[src/rtl/axis_pack_pkg.sv]
// Shared constants and helpers for the AXIS-to-native-FIFO packing bridges.
// Latency: n/a (elaboration-time constants and functions only).
// Backpressure: n/a.
package axis_pack_pkg;

    // Legal range of samples per packed FIFO word
    localparam int PACK_MIN = 1;
    localparam int PACK_MAX = 16;

    // Width of the count field: clog2 of the lane count, never below one bit
    function automatic int clog2_min1(input int n);
        return (n <= 2) ? 1 : $clog2(n);
    endfunction

    // Bit offset of the (nvalid-1) field inside a packed word
    function automatic int cnt_lsb(input int dw, input int pack);
        return dw * pack;
    endfunction

    // Bit offset of the last flag inside a packed word (the MSB)
    function automatic int last_bit(input int dw, input int pack);
        return dw * pack + clog2_min1(pack);
    endfunction

endpackage

[src/rtl/axis_out_reg.sv]
// One-entry output holding register feeding a native FIFO write port.
// Latency: word loaded at edge N is offered (wr) during cycle N+1.
// Backpressure: holds the word while full=1; free=1 when empty or draining this cycle.
module axis_out_reg #(
    parameter int W = 8
) (
    input  logic         clk,
    input  logic         rst,
    input  logic         load,
    input  logic [W-1:0] load_dat,
    input  logic         full,
    output logic [W-1:0] dout,
    output logic         wr,
    output logic         free
);

    logic out_valid;

    assign wr   = out_valid & ~full;
    assign free = ~out_valid | ~full;

    // Capture a new word when loaded; otherwise release the slot once it drains
    always_ff @(posedge clk or posedge rst) begin
        if (rst) begin
            out_valid <= 1'b0;
            dout      <= '0;
        end else if (load) begin
            out_valid <= 1'b1;
            dout      <= load_dat;
        end else if (wr) begin
            out_valid <= 1'b0;
        end
    end

endmodule

[src/rtl/axis2nativefifo_pack.sv]
// Packs PACK consecutive DW-bit AXIS samples into one {last, nvalid-1, lanes} FIFO word.
// Latency: completing beat accepted at edge N gives fifo_wr during cycle N+1 (FIFO not full).
// Backpressure: tready drops only while a finished word is held and fifo_full is high.
module axis2nativefifo_pack
    import axis_pack_pkg::*;
#(
    parameter int  DW   = 24,
    parameter int  PACK = 4,
    localparam int CW   = clog2_min1(PACK),
    localparam int FW   = PACK * DW + 1 + CW
) (
    input  logic          clk,
    input  logic          rst,
    input  logic [DW-1:0] s_axis_tdata,
    input  logic          s_axis_tvalid,
    output logic          s_axis_tready,
    input  logic          s_axis_tlast,
    input  logic          flush,
    output logic [FW-1:0] fifo_din,
    output logic          fifo_wr,
    input  logic          fifo_full,
    output logic [CW-1:0] lane_cnt
);

    localparam int            CNT_LSB   = cnt_lsb(DW, PACK);
    localparam int            LAST_BIT  = last_bit(DW, PACK);
    localparam logic [CW-1:0] LAST_LANE = CW'(PACK - 1);

    logic [DW-1:0] lanes [PACK];
    logic [CW-1:0] lane_idx;
    logic          flush_pend;
    logic          flush_act;
    logic          flush_evt;
    logic          free;
    logic          accept;
    logic          close;
    logic [CW-1:0] word_cnt;
    logic [FW-1:0] word;

    assign s_axis_tready = free;
    assign accept        = s_axis_tvalid & free;
    assign lane_cnt      = lane_idx;

    // A flush pulse acts in its own cycle and stays pending until it can close a word
    assign flush_act = flush_pend | flush;
    assign flush_evt = flush_act & ((lane_idx != '0) | accept) & free;
    assign close     = (accept & ((lane_idx == LAST_LANE) | s_axis_tlast)) | flush_evt;

    // Count field: index of the last filled lane, including a beat accepted now
    assign word_cnt = accept ? lane_idx : (lane_idx - CW'(1));

    // Assemble the closing word; lanes at or above the fill point read as zero
    always_comb begin
        word = '0;
        for (int i = 0; i < PACK; i++) begin
            if (CW'(i) < lane_idx) begin
                word[i*DW +: DW] = lanes[i];
            end else if (accept && (CW'(i) == lane_idx)) begin
                word[i*DW +: DW] = s_axis_tdata;
            end
        end
        word[CNT_LSB +: CW] = word_cnt;
        word[LAST_BIT]      = accept & s_axis_tlast;
    end

    // Lane storage, fill index and pending-flush tracking
    always_ff @(posedge clk or posedge rst) begin
        if (rst) begin
            lane_idx   <= '0;
            flush_pend <= 1'b0;
            for (int i = 0; i < PACK; i++) begin
                lanes[i] <= '0;
            end
        end else begin
            if (close) begin
                lane_idx <= '0;
            end else if (accept) begin
                lane_idx <= lane_idx + CW'(1);
            end
            if (accept) begin
                for (int i = 0; i < PACK; i++) begin
                    if (CW'(i) == lane_idx) begin
                        lanes[i] <= s_axis_tdata;
                    end
                end
            end
            // An empty register swallows the flush; a blocked partial word keeps it pending
            flush_pend <= flush_act & ~flush_evt & (lane_idx != '0);
        end
    end

    axis_out_reg #(
        .W (FW)
    ) u_out_reg (
        .clk      (clk),
        .rst      (rst),
        .load     (close),
        .load_dat (word),
        .full     (fifo_full),
        .dout     (fifo_din),
        .wr       (fifo_wr),
        .free     (free)
    );

endmodule

[config.mk]
export PLATFORM = sky130hd
export DESIGN_NAME = axis2nativefifo_pack
export DESIGN_NICKNAME = d
export VERILOG_FILES = /design/src/rtl/axis_pack_pkg.sv /design/src/rtl/axis_out_reg.sv /design/src/rtl/axis2nativefifo_pack.sv
export SDC_FILE = /design/constraint.sdc
export NUM_CORES = 1
export LEC_CHECK = 0
export ABC_AREA = 1
export BUFFER_PORTS_ARGS = -buffer_cell sky130_fd_sc_hd__buf_2
export CAP_MARGIN = 25
export CORE_AREA = 2 2 116 118
export CTS_CLUSTER_SIZE = 10
export DETAILED_ROUTE_END_ITERATION = 16
export DIE_AREA = 0 0 118 120
export PLACE_DENSITY = 0.92
export SYNTH_ARGS = -nofsm -noshare
export SYNTH_HDL_FRONTEND = slang
export SYNTH_SLANG_ARGS = --single-unit
[constraint.sdc]
create_clock -name clk -period 18.9 [get_ports clk]
set_input_delay 3.78 -clock clk [delete_from_list [all_inputs] [get_ports clk]]
set_output_delay 3.78 -clock clk [all_outputs]
set_load 0.02 [all_outputs]
### Yosys cells after proc, flatten, opt, wreduce, memory -nomap -nowiden

Index checks and enable logic that the tools add are counted.

* register bits after elaboration: 199
* output and inout bits: 103
* word-level logic and storage cells: 59

* $add $sub $neg: 2
* magnitude comparators: 4
* eq/ne operators: 4
* mux-type cells: 13
* bitwise gates (word level): 16
* reduce and logical (&&, ||, !) cells: 12

Operators with widths (number)
* 24-bit two-way mux: 8
* 1-bit AND: 8
* 2-bit AND reduction: 4
* 2-bit two-way mux: 3
* 2-bit nonzero test: 3
* 1-bit OR: 5
* 2-bit == test (first input constant): 2
* 1-bit logical AND: 4
* 1-bit by 2-bit < comparator with 1-bit output (first input constant): 2
* 2-bit < comparator (first input constant): 2
* 1-bit NOT: 3
* 2-bit by 1-bit adder with 2-bit output (second input constant): 1
* 1-bit by 2-bit == test with 1-bit output (first input constant): 1
* 2-bit == test (second input constant): 1
* 2-bit zero test: 1
* 1-bit two-way mux: 2
* 2-bit by 1-bit subtractor with 2-bit output (second input constant): 1

### Logic depth before layout (Yosys ltp)

* depth in word-level cells: 9
* gate-level depth with buffers: 10

### Hierarchy

A second synthesis with hierarchy kept.

* cell total of the unflattened synthesis: 926
* area, all modules: 7629.8 µm²

By module, submodules not included
* axis2nativefifo_pack: times used 1, cells each 502, area an instance 3841.2 µm², sequential area each 1876.8 µm²
* axis_out_reg: times used 1, cells each 424, area an instance 3788.6 µm², sequential area each 2502.4 µm²

### Worst setup path after synthesis

No wires, ideal clock.

* kind: input -> output
* from: input port fifo_full
* to: output port s_axis_tready
* data arrival time: 4.288 ns
* data required time: 15.120 ns
* path slack: 10.832 ns
* stages: 2
* buffers on the path: 1
* cell sequence: nand2_2 > buf_1

* word-level cells in the longest chain between the ends: 2

RTL lines
* start, declared: line axis2nativefifo_pack.sv:21 `input logic fifo_full,`
* 1-bit NOT: line axis_out_reg.sv:20 `assign free = ~out_valid | ~full;`
* 1-bit OR: line axis_out_reg.sv:20
* end, declared: line axis2nativefifo_pack.sv:16 `output logic s_axis_tready,`

No other way between the ends.

### Worst setup path after layout

Ends and elaborated chain as after synthesis.

==> impl_metrics.yaml <==
run_status:
  outcome: "finished, final reports clean"
clock_network:
  clock_path_buffers: 2
  clockRootBuffer: "clkbuf_16"
  cts_setup_buffers: 0
  cts_made_buffers: 17
  ctsHoldBuffers: 0
  clk_latency_ps: 420
  ctsResizeCount: 0
  clk_pin_slew_ps: 60
  cts_sinks: 175
  htreeDepth: 4
  cts_tree: "built"
yosys:
  synthTopCellsByCount: "517 x nand2_1, 175 x dfrtp_1, 72 x o21ai_0, 35 x inv_1, 27 x nand3_1"
  ys_seq_elements: 175
  synth.most_common_cell: "nand2_1"
  synth_fp_nets: 961
  synth_top_flop_cell: "dfrtp_1"
  ys_types: 24
  synth_edf_count: 0
  async_flop_share_pct: 100
  syn_inst: 927
  synth_area_leaders: "dfrtp_1 58%, nand2_1 26%, o21ai_0 4.8%"
  synth_area_um2: 7580
  synth_top_area_share_pct: 57.7
  yosys_warnings: 0
  synth_area_leader_cell: "dfrtp_1"
  syn_area_per_cell_um2: 8.18
  yosysSeqAreaShare_pct: 57.7
timing:
  final.setup_skew_ps: 6.32
  final.setup.tns_ps: 0
  worstMarginPinSlew_ps: 993
  fin_crit_sh_pct: 44.4
  rsz0062_at_grt: "false"
  max_freq_ghz: 0.119
  slew_headroom_pct: 33.8
  post-route-min-period_ps: 8390
  setup_viol: 0
  hold_violations: 0
  slew_viol_final: 0
setup_path:
  required_ps: 15120
  cp.arrival_ps: 4610
  cp_max_fo: 32
  worstSetupPathType: "input pin to primary output"
  crit_path_start_kind: "input pin"
  end_kind: "primary output"
floorplan:
  dieArea_um2: 14200
  die_x_um: 118
  design.core.area_um2: 13000
  ioPinCount: 133
  rows: 42
  die_h_um: 120
  start_util_pct: 58.4
final_layout:
  final_nets: 1064
  finalCoreUtilization_pct: 67.9
  syn_to_final_growth_pct: 16.2
  fillerInstances: 1002
  layout-drive-gt1-share_pct: 17.1
  antenna_cells: 0
job:
  maxCapViolations: 0
detailed_routing:
  drtIter0Drc: 620
  drt-pass1-iter-count: 7
  wl_per_cell_um: 15.6
  vias: 6532
  drc: 0
  antenna_left: 0
  vias_per_cell: 5.36
  wirelength_um: 19000
power:
  comb_power_share_pct: 34.5
  p_per_area_nw_per_um2: 158
  power.internal_uw: 842
  clkPwrFrac_pct: 24.4
  swShare_pct: 39.6
  power.total_uw: 1400
  p_leak_uw: 0.00526
  sequentialPowerShare_pct: 41.1
  p_switching_uw: 553
  vdd_drop_max_uv: 91.5
placed_design:
  place_hpwl_um: 11600
  gp_congestion: 0.803
  portBuffers: 132
global_routing:
  grt_use_met1_pct: 38.8
  gr-usage-met2_pct: 43.6
  grt_pass1_vias: 6273
  antenna_found_initial: 0
  grt_max_degree: 101
  grtUsageTotal_pct: 27.9
  overflow: 0
  use_met3_pct: 5.89
  grt_pass1_wl_um: 31400
  grt_busiest_layer: "met2"
worst_hold_path:
  hold_class: "flip-flop to flip-flop"
[cell usage in the layout, fill, tap and decap left out, types with 3 or more instances in the layout]
master      count
nand2_1       517
dfrtp_1       175
buf_2         132
o21ai_0        72
inv_1          34
nand3_1        27
nand4_1        24
clkbuf_16      17
nor2_1          6
clkbuf_8        5
ha_1            4
buf_4           4
clkinvlp_4      3
[path summary, 6_finish.rpt]
path / from / end / slack (ps) / depth (start not counted)
worst max-delay path: fifo_full / s_axis_tready / 10510 / 3
worst min-delay path: u_out_reg.dout[78] / u_out_reg.dout[78] / 470 / 2
worst max register to register: lane_cnt[0] / u_out_reg.dout[93] / 15190 / 8
worst min register to register: u_out_reg.dout[78] / u_out_reg.dout[78] / 470 / 2
max in group asynchronous: rst / lanes[85] / 14130 / 4
min in group asynchronous: rst / u_out_reg.dout[44] / 3490 / 2
[metrics by stage]
stage               std cells  setup slack [ps]  instance area (µm²)  hold WS, ps
floorplan                 927             10370                 7580          468
global placement         1185             10520                 8190          450
detailed placement       1186             10510                 8210          453
CTS                      1218             10500                 8800          468
global route             1219             10450                 8810          499
finish                   1219             10510                 8810          469
[power groups by stage]
| stage | sequential, µW | combinational (µW) | clock (µW) |
|---|---|---|---|
| 4_1_cts | 572 | 481 | 342 |
| 2_1_floorplan | 639 | 283 | 0 |
| 3_5_place_dp | 575 | 473 | 0 |
| 3_3_place_gp | 569 | 456 | 0 |
| 5_1_grt | 589 | 536 | 360 |
| 6_report | 573 | 481 | 341 |
[routing by layer]
metal / up-vias / wire [µm]
met5: - / 0
met4: 0 / 531
met3: 49 / 1390
met2: 308 / 9090
met1: 3084 / 8010
li1: 3091 / -
[sequential cells by signal (all words and copies together), names as in the netlist]
register / cells
flush_pend: 1
u_out_reg.out_valid: 1
lane_cnt: 2
u_out_reg.dout: 99
lanes: 72
[logic make-up after synthesis]
kind of cell             count (synthesis)  synth area share [%]
adder cells (fa/ha/maj)                  4                 0.660
flip-flops                             175                  57.7
XOR/XNOR                                 1                 0.116
AO/OA/AOI/OAI                           75                  4.95
buffers and inverters                   91                  5.99
AND/OR/NAND/NOR                        581                  30.5
[cell type report]
class | count | area, µm² | area share (%)
multi-input combinational | 661 | 2750 | 31.2
clock buffer | 24 | 502 | 5.69
sequential | 175 | 4380 | 49.7
timing repair buffer | 138 | 733 | 8.32
tap | 176 | 220 | 2.50
inverter | 37 | 146 | 1.66
clock inverter | 8 | 80.1 | 0.909
[worst max-delay path, cell delays in order]
cell and delay (ps):
buf_2 110, nand2_2 440, buf_2 280
No activity file was read; power rests on OpenSTA's default activity.
